==> src/rtl/serial_add_ctrl.sv <==
// Half-adder cell: sum and carry of two bits.
// Latency: combinational.
// Backpressure: none.
module serial_add_half_adder (
    input  logic x_i,
    input  logic y_i,
    output logic s_o,
    output logic c_o
);
    assign s_o = x_i ^ y_i;
    assign c_o = x_i & y_i;
endmodule

// Bit-serial W-bit adder: one shared full-adder cell, one bit per clock, LSB first.
// Latency: busy for W cycles after the accepting edge, done pulses in cycle W+1.
// Backpressure: start is only accepted in IDLE or DONE; ignored while busy.
module serial_add_ctrl #(
    parameter int W = 8
) (
    input  logic         clk,
    input  logic         rst,
    input  logic         start,
    input  logic [W-1:0] a,
    input  logic [W-1:0] b,
    input  logic         c_in,
    output logic         busy,
    output logic         done,
    output logic [W-1:0] sum,
    output logic         c_out
);
    localparam int CW = (W > 1) ? $clog2(W) : 1;

    typedef enum logic [1:0] {
        S_IDLE = 2'd0,
        S_RUN  = 2'd1,
        S_DONE = 2'd2
    } state_t;

    state_t         state_q, state_d;
    logic [W-1:0]   shift_a_q, shift_a_d;
    logic [W-1:0]   shift_b_q, shift_b_d;
    logic [W-1:0]   res_q, res_d;
    logic           carry_q, carry_d;
    logic [CW-1:0]  cnt_q, cnt_d;
    logic [W-1:0]   sum_q, sum_d;
    logic           c_out_q, c_out_d;

    logic           accept;
    logic           last_bit;
    logic           ha1_s, ha1_c, ha2_s, ha2_c;
    logic           carry_new;
    logic [W-1:0]   res_shifted;

    assign accept   = start && ((state_q == S_IDLE) || (state_q == S_DONE));
    assign last_bit = (cnt_q == CW'(W - 1));

    serial_add_half_adder u_ha1 (
        .x_i (shift_a_q[0]),
        .y_i (shift_b_q[0]),
        .s_o (ha1_s),
        .c_o (ha1_c)
    );

    serial_add_half_adder u_ha2 (
        .x_i (ha1_s),
        .y_i (carry_q),
        .s_o (ha2_s),
        .c_o (ha2_c)
    );

    assign carry_new = ha1_c | ha2_c;
    // New bit enters at the MSB; after W shifts bit 0 of the sum sits at position 0.
    assign res_shifted = W'({ha2_s, res_q} >> 1);

    always_ff @(posedge clk) begin
        if (rst) begin
            state_q <= S_IDLE;
        end else begin
            state_q <= state_d;
        end
    end

    always_comb begin
        state_d = state_q;
        case (state_q)
            S_IDLE:  if (start) state_d = S_RUN;
            S_RUN:   if (last_bit) state_d = S_DONE;
            S_DONE:  state_d = start ? S_RUN : S_IDLE;
            default: state_d = S_IDLE;
        endcase
    end

    always_comb begin
        busy = (state_q == S_RUN);
        done = (state_q == S_DONE);
    end

    always_comb begin
        shift_a_d = shift_a_q;
        shift_b_d = shift_b_q;
        res_d     = res_q;
        carry_d   = carry_q;
        cnt_d     = cnt_q;
        sum_d     = sum_q;
        c_out_d   = c_out_q;
        if (accept) begin
            shift_a_d = a;
            shift_b_d = b;
            carry_d   = c_in;
            cnt_d     = '0;
        end else if (state_q == S_RUN) begin
            shift_a_d = shift_a_q >> 1;
            shift_b_d = shift_b_q >> 1;
            res_d     = res_shifted;
            carry_d   = carry_new;
            // Counter parks at zero on the last bit so it never exceeds W-1.
            cnt_d     = last_bit ? '0 : cnt_q + CW'(1);
            if (last_bit) begin
                sum_d   = res_shifted;
                c_out_d = carry_new;
            end
        end
    end

    always_ff @(posedge clk) begin
        if (rst) begin
            shift_a_q <= '0;
            shift_b_q <= '0;
            res_q     <= '0;
            carry_q   <= 1'b0;
            cnt_q     <= '0;
            sum_q     <= '0;
            c_out_q   <= 1'b0;
        end else begin
            shift_a_q <= shift_a_d;
            shift_b_q <= shift_b_d;
            res_q     <= res_d;
            carry_q   <= carry_d;
            cnt_q     <= cnt_d;
            sum_q     <= sum_d;
            c_out_q   <= c_out_d;
        end
    end

    assign sum   = sum_q;
    assign c_out = c_out_q;
endmodule

==> config.mk <==
export PLATFORM = sky130hd
export DESIGN_NAME = serial_add_ctrl
export DESIGN_NICKNAME = d
export VERILOG_FILES = /design/src/rtl/serial_add_ctrl.sv
export SDC_FILE = /design/constraint.sdc
export NUM_CORES = 1
export LEC_CHECK = 0
export BUFFER_PORTS_ARGS = -buffer_cell sky130_fd_sc_hd__buf_2
export CELL_PAD_IN_SITES_DETAIL_PLACEMENT = 0
export CELL_PAD_IN_SITES_GLOBAL_PLACEMENT = 2
export CORE_ASPECT_RATIO = 1.1
export CORE_MARGIN = 3
export CORE_UTILIZATION = 25
export DETAILED_ROUTE_END_ITERATION = 7
export PLACE_DENSITY_LB_ADDON = 0.1
export SLEW_MARGIN = 20
export SYNTH_ARGS = -nofsm -noshare
export SYNTH_HDL_FRONTEND = slang
export SYNTH_SLANG_ARGS = --single-unit
export TNS_END_PERCENT = 100
==> constraint.sdc <==
create_clock -name clk -period 1.6 [get_ports clk]
set_clock_uncertainty 0.15 [all_clocks]
set_input_delay 0.08 -clock clk [delete_from_list [all_inputs] [get_ports clk]]
set_output_delay 0.08 -clock clk [all_outputs]
set_load 0.02 [all_outputs]
# Word level (Yosys, flattened, before mapping)
# Index checks and enable logic that the tools add are counted.
[totals]
ff_bits = 39
word_cells = 39
[classes]
add_sub_neg = 1
n_eq_ne = 5
n_mux = 11
bitwise = 6
reduce_logical = 8
[ops]
columns = ["cell", "count"]
rows = [
  ["8-bit 2-to-1 mux", 4],
  ["2-bit case mux with 3 select lines", 1],
  ["2-bit 2-to-1 mux", 2],
  ["2-bit AND reduction", 2],
  ["3-bit by 1-bit adder with 3-bit output (second input constant)", 1],
  ["3-bit equality test (second input constant)", 1],
  ["1-bit 2-to-1 mux", 3],
  ["3-bit 2-to-1 mux", 1],
  ["3-bit AND reduction", 1],
  ["1-bit AND", 2],
  ["2-bit by 1-bit equality test with 1-bit output (second input constant)", 1],
  ["2-bit equality test (second input constant)", 1],
  ["2-bit logical NOT", 1],
  ["2-bit by 1-bit inequality test with 1-bit output (second input constant)", 1],
  ["2-bit inequality test (second input constant)", 1],
  ["2-bit nonzero test", 1],
  ["2-bit OR reduction", 1],
  ["1-bit XOR", 2],
  ["1-bit logical AND", 1],
  ["1-bit logical OR", 1],
  ["1-bit NOT", 1],
  ["1-bit OR", 1],
]

# Depth between registers and ports, before layout
# Gate-level depths: netlist (run 1).
[depth]
word_depth = 5
mapped_depth = 6
depth_no_buf = 5

# Cells and area by module
# Synthesis (run 1) repeated with hierarchy kept, for this count alone.
[hier_totals]
hier_cells = 178
area_unflattened_um2 = 1511.4
[by_module_without_submodules]
columns = ["module", "instances", "cells_each", "area_each_um2"]
rows = [
  ["serial_add_ctrl", 1, 176, 1486.4],
  ["serial_add_half_adder", 2, 1, 12.5],
]

# Worst setup path before layout (run 1)
# OpenSTA, ideal clock, no wires.
[synth_path]
path_kind = "reg2reg"
from = "reg cnt_q[0]"
to = "reg cnt_q[0]"
arrival_ns = 1.236
t_required_ns = 1.370
slack_ns = 0.135
path_stages_with_launch = 5
n_path_buf = 0
synth_period_minus_slack_ns = 1.465
cell_sequence = "dfxtp_1 ha_1 ha_1 or3_1 a211oi_2"
[synth_between]
elab_chain_len = 2
[synth_rtl]
columns = ["item", "line", "rtl"]
rows = [
  ["from (decl)", "44", "logic [CW-1:0] cnt_q, cnt_d;"],
  ["from (signal assigned)", "139", "cnt_q <= cnt_d;"],
  ["3-bit by 1-bit adder with 3-bit output or 3-bit equality test (tied branches)", "117, 55", ""],
  ["3-bit 2-to-1 mux (*)", "117", "cnt_d = last_bit ? '0 : cnt_q + CW'(1);"],
]
# Mark *: on every way between the ends. The rest lies on a longest branch, timed or not.
# A chain may end at the register's enable or synchronous reset.

# Worst setup path after layout (run 1)
# Ends and elaborated chain as after synthesis.

==> results by stage, run 1 <==
Die:
- The number of core rows is 29.
- The total I/O pin count is 31.
- The die area is 7110 um^2.
- After floorplanning, the core was sized to cover 5840 um^2.
- Once the floorplan was initialized, standard cells occupied 26.3% of the core.
- In this run the vertical extent of the chip is 88.2 um.
- The die outline width is 80.7 um.

CTS:
- The clock tree from TritonCTS is built.
- The H-tree depth is 2.
- After clock tree synthesis, the clock-pin slew on the worst setup and hold paths is 0.08 ns.
- The number of clock buffers added by TritonCTS is 5.
- CTS saw 38 sinks.
- The post-CTS setup repair buffer count is 0.
- The maximum root-to-sink buffer count is 2.
- The clock latency on the worst-skew pair is 0.29 ns.
- The cell sitting at the root of the clock tree is a clkbuf_8.

Route:
- After detailed routing, the average wire length per cell comes to 11.9 um.
- For this run, design rule violations remaining after detail routing come to 0.
- The vias per cell is 4.60.
- The detailed-route via count is 1418.
- The detail route stage leaves a number of antenna-violating nets equal to 0.
- Before antenna repair, the detailed router went through 4 iterations.
- In this run, the number of DRC markers left after iteration 0 of detailed routing was 53.
- The final layout contains routed wiring with a total length of 3650 um.

Timing:
- Setup violations remaining at the end of the flow were counted as 0.
- For the final routed database, the setup TNS stands at 0 ns.
- The number of slew-limit violations in the final report is 0.
- The normalized max-slew margin is 80.8%.
- Dividing the final minimum period by the clock period gives 95.1%.
- Setup repair after global routing left no endpoint under its margin.
- Subtracting the final worst setup slack from the clock period gives 1.52 ns.
- The actual transition at the worst max-transition pin is 0.287 ns.
- The number of failing hold endpoints at the final stage came to 0.
- The highest clock frequency the design can meet is 657 MHz.

Setup path:
- The setup slack of the worst register-to-register path is 0.08 ns.
- The worst endpoint data arrival time is 1.59 ns.
- The kind of cell with the highest combined delay along the critical path is adder cells.
- The worst endpoint required time is 1.67 ns.
- The startpoint of the lowest-slack register-to-register path is cnt_q[0].
- Traced cell by cell, the critical path runs through ha_1 -> ha_2 -> or3_1 -> a211oi_2.
- The launching element type of the critical path is a flip-flop.
- The critical path crosses 4 cells after its start point.
- The critical path class is flip-flop to flip-flop.
- In this run the worst path has a maximum fanout of 5.
- The slowest cell on the critical path is or3_1.
- The number of cells on the worst reg-to-reg path is 4.
- The startpoint of the worst setup timing path is cnt_q[0].
- The endpoint of the worst-slack reg-to-reg timing path is cnt_q[0].
- The worst setup path is captured at a flip-flop.
- Counting both buffers and inverters, the worst setup path holds a total of 0.
- The critical path ends at cnt_q[0].
- The delay of the slowest critical-path stage is 0.36 ns.

Layout:
- The design area is 2110 um^2.
- The end-of-flow core utilization is 36.2%.
- The antenna diode instance count is 0.
- The most common cell after layout, fill and taps aside is nand2_1.
- The filler cell count in the final layout is 635.
- The fraction of final layout cells sized beyond drive strength 1 is 23.8%.
- The non-filler instance count after layout is 308.
- In the final design database the tool counted 253 nets.
- Leaving out fill and tap cells, the most frequent cells in the layout are nand2_1 (42), dfxtp_1 (38), buf_2 (30).
- Compared with the post-synthesis result, the final layout area differs by 37.7%.

Logic synthesis:
- Summed over all instances, the cell type with the most area after synthesis is dfxtp_1.
- The net count of the mapped netlist is 202.
- In this run the mean area of a mapped cell was 8.57 um^2.
- The cell area that synthesis handed to floorplanning was 1530 um^2.
- The number of warnings reported in the yosys synthesis log is 0.
- After technology mapping, the gate count stands at 179.
- By area the synthesized netlist is led by dfxtp_1 (50%), nand2_1 (10%), a21oi_1 (6.2%).
- The count of unique library cells instantiated by Yosys is 25.
- The share of synthesized area in the top cell type comes to 49.6%.
- The sequential area share after synthesis is 49.6%.
- In this run, synthesis produced a sequential element count of 38.

Place:
- The placed instance count is 282.
- The detailed-placement wirelength estimate is 2460 um.
- Input and output buffers added on the ports amount to 30.
- Routability-driven placement finished with a final weighted congestion of 0.689.
- Summing all placed instances gives a cell area of 1830 um^2.

GRT:
- The leftover overflow at the end of global routing is 0.
- Global routing consumed, over all layers together, 11.4% of the routing resources.
- Entering global routing, the biggest net connects 26 pins.
- The number of global-route vias before repair is 1330.
- The first global-routing pass estimated 6220 um of wire.
- The initial antenna violation count is 0.

Power and ir drop:
- The worst-case IR drop observed on VDD is 0.364 mV.
- The analysis attributes to cell leakage a power of 0.000827 uW.
- The power density relative to cell area is 940 nW/um^2.

Worst hold path:
- The worst min-delay path category is input port to flip-flop.

Run:
- The count of max-cap constraint violations is 0.

Outcome:
- The run finished with clean final reports.
-- state kept, by name, summed over array words and instances, names as in the netlist --
signal     count
sum            8
res_q          7
shift_a_q      8
c_out          1
cnt_q          3
state_q        2
shift_b_q      8
carry_q        1
-- layer usage --
layer | vias up | GRT usage, % | share of wire (%)
met5 | - | 0 | 0
met2 | 26 | 19.5 | 50
met3 | 4 | 3.40 | 4.1
li1 | 725 | - | -
met4 | 0 | 3.69 | 0.79
met1 | 663 | 13.6 | 45
-- area by class of cell --
class,instances,area [um^2],share of cell area (%)
Clock buffer,7,86.3,4.09
Multi-Input combinational cell,125,696,32.9
Clock inverter,1,5.00,0.237
Inverter,1,5.00,0.237
Timing Repair Buffer,59,463,21.9
Sequential cell,38,761,36.0
Tap cell,77,96.3,4.56
-- cells in the mapped netlist, drive strengths merged --
cell type  count
nor2          11
nand2b         2
nand3b         1
ha             2
nor2b          2
nor3          12
a211oi         1
nand2         42
nor4bb         1
o22ai          4
nand3         11
fa             1
or3            1
clkbuf         5
a311oi         9
dfxtp         38
a22oi          2
mux2i          3
clkinv         1
buf           10
o21a           1
a21oi         19
-- power breakdown --
part	switching, uW	leakage (uW)	internal, uW
clock network	340	0.0000482	348
logic	142	0.000468	140
registers	24.8	0.000310	990
-- per-stage QoR --
step           hold WS, ns  worst slack, ns  power (uW)
2_1_floorplan        0.111            0.135        1190
3_3_place_gp         0.159           0.0973        1280
3_5_place_dp         0.156           0.0418        1290
4_1_cts              0.148           0.0205        2020
5_1_grt              0.150           0.0224        2090
6_report             0.163           0.0779        1980
-- cell families (layout without fill, tap and decap cells) --
kind of cell | Yosys count | count (layout) | synth area share [%]
adders and majority gates | 3 | 3 | 2.94
and+or+nand+nor | 83 | 83 | 23.7
AOI/OAI and AO/OA | 36 | 36 | 16.1
buffers and inverters | 16 | 68 | 5.79
muxes | 3 | 3 | 1.96
DFF | 38 | 38 | 49.6
-- worst min path at each step --
stage | start | endpoint | slack (ns) | cells past startpoint
6_report | start | shift_b_q[7] | 0.16 | 4
3_3_place_gp | rst | shift_b_q[7] | 0.16 | 2
3_5_place_dp | rst | shift_a_q[7] | 0.16 | 2
4_1_cts | start | shift_b_q[7] | 0.15 | 4
2_1_floorplan | a[6] | shift_a_q[6] | 0.11 | 2
5_1_grt | start | shift_b_q[7] | 0.15 | 4
-- timing repair --
action,4_1_cts,5_1_grt
setup endpoints to repair,0,4
gates resized for setup,0,3
hold endpoints to repair,17,0
hold buffers,18,0
-- worst register-to-register path, delay by kind of cell, from the launching register on --
family / cells / cell delay, ns
AND/OR/NAND/NOR: 1 / 0.36
adder cells (fa/ha/maj): 2 / 0.41
AO/OA/AOI/OAI: 1 / 0.21
flip-flops: 1 / 0.33
No activity file was read; power rests on OpenSTA's default activity.
==> run 2, diff against run 1 <==
--- a/config.mk
+++ b/config.mk
@@ -6,5 +6,4 @@
 export NUM_CORES = 1
 export LEC_CHECK = 0
-export BUFFER_PORTS_ARGS = -buffer_cell sky130_fd_sc_hd__buf_2
 export CELL_PAD_IN_SITES_DETAIL_PLACEMENT = 0
 export CELL_PAD_IN_SITES_GLOBAL_PLACEMENT = 2
@@ -13,8 +12,10 @@
 export CORE_UTILIZATION = 25
 export DETAILED_ROUTE_END_ITERATION = 7
+export DONT_BUFFER_PORTS = 1
 export PLACE_DENSITY_LB_ADDON = 0.1
 export SLEW_MARGIN = 20
 export SYNTH_ARGS = -nofsm -noshare
 export SYNTH_HDL_FRONTEND = slang
+export SYNTH_HIERARCHICAL = 1
 export SYNTH_SLANG_ARGS = --single-unit
 export TNS_END_PERCENT = 100
==> constraint.sdc (replaced) <==
create_clock -name clk -period 1.6 [get_ports clk]
set_clock_uncertainty 0.15 [all_clocks]
set_input_delay 0.4 -clock clk [delete_from_list [all_inputs] [get_ports clk]]
set_output_delay 0.4 -clock clk [all_outputs]
set_load 0.02 [all_outputs]
==> run 2 against run 1 <==
Net effect:
- global-route usage rose by 0.66 points
- clock power fell by 1%
- worst hold slack got worse by 0.13 ns
- register-to-register slack improved by 0.03 ns
- sequential power barely moved
- maximum frequency fell by 2.6%
- final cell count fell by 15%
- highest routed layer unchanged
- critical path depth fell by 1
- die area fell by 1.4%
==> results by stage, run 2 <==
Logic synthesis:
- The area fraction of the dominant cell type after synthesis is 50.3% (+0.74 points).
- The largest total area in the synthesized netlist belongs to dfxtp_1.
- Among all flip-flop cells after synthesis, the most frequent one is dfxtp_1.
- The area share of and/or/nand/nor cells after synthesis is 24.2% (+0.52 points).
- The number of instances in the synthesized netlist came to 178 (-0.56%).
- By count the netlist is led by dfxtp_1 (38), nand2_1 (38), a21oi_1 (18), nor3_1 (18), nand3_1 (10).
- By area, the combinational part of the netlist is dominated by simple AND/OR/NAND/NOR gates.
- The mean cell area of the mapped netlist is 8.49 um^2 (-0.91%).
- The post-synthesis share of cell area spent on full adders, half adders and majority gates is 3.31% (+0.37 points).
- The count of unique library cells instantiated by Yosys is 26 (+4.0%).
- Sorting the synthesized cells by area gives the leading types as dfxtp_1 (50%), nand2_1 (9.4%), a21oi_1 (6.0%).
- The net count of the mapped netlist is 202 (unchanged).
- The multiplexer share of the synthesized area is 1.99% (+0.029 points).
- The share of flip-flops with an asynchronous set or reset after synthesis is 0% (unchanged).
- The compound-cell area share of the yosys netlist is 15.1% (-1.0 points).
- The xor and xnor area share after synthesis is 0% (unchanged).
- The sequential area share after synthesis is 50.3% (+0.74 points).
- The count of flip-flops with a built-in enable after synthesis is 0 (unchanged).
- The number of warnings reported in the yosys synthesis log is 6 (+6).
- The flip-flop and latch count after synthesis is 38 (unchanged).
- The area of the mapped netlist is 1510 um^2 (-1.5%).

Timing:
- The hold slack is 0.0314 ns (-0.132 ns).
- The number of failing hold endpoints at the final stage came to 0 (unchanged).
- The actual transition at the worst max-transition pin is 0.268 ns (-0.0195 ns).
- The post-route minimum period came to 1.56 ns (+0.0398 ns).
- The highest clock frequency the design can meet came to 640 MHz (-2.6%).
- Setup repair after global routing could not meet its margin everywhere.
- The fraction of the cycle the final worst path needs is 97.6% (+2.5 points).
- The normalized max-slew margin is 82.1% (+1.3 points).
- The number of slew-limit violations in the final report came to 0 (unchanged).
- The final setup violation count came to 0 (unchanged).

Setup path:
- The cell class contributing the biggest share of worst-path delay is flip-flops.
- STA classifies the critical path startpoint as a flip-flop.
- The worst endpoint data arrival time was 1.01 ns (-0.58 ns).
- The worst setup path is captured at a primary output.
- The number of buffers and inverters on the critical path is 2 (+2).
- The maximum fanout encountered on the critical timing path is 5 (unchanged).
- The worst endpoint required time is 1.05 ns (-0.62 ns).
- The setup slack of the worst register-to-register path was 0.11 ns (+0.03 ns).
- The largest individual stage delay along the critical path comes from the cell dfxtp_2.
- The critical path class is flip-flop to primary output.
- Walking the worst path, the cells encountered are buf_6 -> nor2b_1 -> buf_4.
- The delay of the slowest critical-path stage was 0.34 ns (-0.02 ns).

Layout:
- The fraction of final layout cells sized beyond drive strength 1 was 14.5% (-9.3 points).
- In the layout the commonest cells are nand2_1 (38), dfxtp_1 (36), a21oi_1 (18), nor3_1 (18).
- From synthesis to final layout, the design area changed by 17.2%.
- The number of nets in the finished design is 209 (-17%).
- The most common cell after layout, fill and taps aside is nand2_1.
- The antenna diode instance count came to 0 (unchanged).
- The non-filler instance count after layout is 263 (-15%).

Die:
- The vertical extent of the die is 87.6 um (-0.69%).
- The die area is 7020 um^2 (-1.4%).
- The total I/O pin count came to 31 (unchanged).
- The core box area is 5810 um^2 (-0.62%).
- The number of core rows is 29 (unchanged).
- The die outline width came to 80.1 um (-0.68%).
- The starting utilization of the core area is 26.0% (-0.22 points).

GRT:
- The largest net degree at the start of global routing was 39 (+50%).
- The number of global-route vias before repair came to 1335 (+0.38%).
- The met2 track utilization from global routing is 20.9% (+1.4 points).
- The wire length of the first global-routing pass is 6400 um (+2.9%).
- The leftover overflow at the end of global routing is 0 (unchanged).
- The global-route layer with the greatest usage is met2.
- The routing usage on met3 is 4.84% (+1.4 points).
- The met1 layer usage reported by global route was 13.1% (-0.45 points).
- The initial antenna violation count is 0 (unchanged).
- The total global-route track usage was 12.0% (+0.66 points).

CTS:
- The total clock buffers created by CTS is 5 (unchanged).
- The H-tree depth was 2 (unchanged).
- The clock latency on the worst-skew pair is 0.29 ns (about the same).
- TritonCTS built the clock tree.
- The maximum root-to-sink buffer count was 2 (unchanged).
- The clock sink count is 38 (unchanged).
- The clock root buffer is clkbuf_8.
- The clock transition time at the flip-flop clock pins of the worst setup and hold paths is 0.07 ns (about the same).
- The number of hold-repair buffers added at the cts stage was 0 (-18).

Route:
- The post-detailed-route count of antenna-violating nets is 0 (unchanged).
- The wire length per cell came to 14.1 um (+19%).
- The DRC violations left was 0 (unchanged).
- The vias per cell came to 4.79 (+4.1%).
- The wire length reported by the detailed router is 3710 um (+1.5%).
- The number of detailed-route iterations in the first pass is 4 (unchanged).
- The detailed-route via count is 1260 (-11%).
- The DRC marker count from the first detailed-route iteration is 33 (-38%).

Power and ir drop:
- The power density relative to cell area is 1080 nW/um^2 (+15%).
- The worst IR drop on VDD is 0.306 mV (-16%).
- The static leakage is 0.000625 uW (-24%).

Place:
- The detailed-placement wirelength estimate is 2510 um (+2.1%).
- The final RePlAce weighted congestion was 0.653 (-5.2%).
- The placed instance count is 254 (-9.9%).
- The number of buffer cells added on primary ports came to 0 (-100%).

Run:
- The count of max-cap constraint violations came to 0 (unchanged).

Outcome:
- The run finished with clean final reports.

Worst hold path:
- The worst min-delay path category is input port to flip-flop.
[run 2: cell count changes in the layout (fill, tap and decap cells not counted), sizes merged, moves of 4 or more]
cell / before / now
buf: 41 / 14
dlygate4sd3: 18 / 0
nand2: 42 / 38
nor3: 12 / 18
[run 2: repair_timing]
action | CTS | global route
setup buffers | 1 | 0
setup endpoints to repair | 1 | 13
resized for setup | 2 | 7
pin swaps | 0 | 1
cloned | 0 | 0
[run 2: report_power, final]
group / internal [uW] / switching (uW) / leakage [uW]
logic: 95.1 / 116 / 0.000266
registers: 991 / 24.8 / 0.000311
clock network: 348 / 333 / 0.0000482
total: 1430 / 474 / 0.000625
[run 2: cell families after synthesis]
kind of cell	count (synthesis)
buf+inv	15
mux	3
fa+ha+maj	4
compound gates	36
flops	38
simple gates	82
[run 2: final cells by class]
type                            count  area [um^2]
Fill cell                         650         4030
Sequential cell                    38          763
Multi-Input combinational cell    125          683
Timing Repair Buffer               14          129
Tap cell                           77         96.3
Clock buffer                        7         86.3
Inverter                            1         8.76
Clock inverter                      1         5.00
[run 2: metrics by stage]
step	setup slack (ns)	power, uW	setup TNS, ns	utilization, %	cell area, um^2
global route	-0.0212	2020	-0.0212	30.5	1770
global placement	0.108	1240	0	28.3	1650
floorplan	0.135	1190	0	-	1510
finish	0.0380	1910	0	30.5	1770
CTS	-0.00519	1940	-0.00844	30.2	1750
detailed placement	0.0528	1240	0	28.3	1650
[run 2: worst reg2reg max path: cells and delay by family (launching register included)]
kind	cells	cell delay, ns
adders and majority gates	2	0.39
DFF	1	0.32
AOI/OAI and AO/OA	1	0.19
and+or+nand+nor	1	0.37
[run 2: worst paths after layout]
path                            cells past startpoint        to       start
worst min-delay path                                1  cnt_q[0]         rst
worst min register to register                      2  res_q[1]    res_q[1]
worst max register to register                      4  cnt_q[0]    cnt_q[0]
worst max-delay path                                3      done  state_q[0]
[run 2: layer usage]
| layer | vias to the layer above | wire (um) |
|---|---|---|
| met1 | 594 | 1590 |
| met4 | 0 | 57 |
| li1 | 635 | - |
| met5 | - | 0 |
| met3 | 5 | 177 |
| met2 | 26 | 1890 |
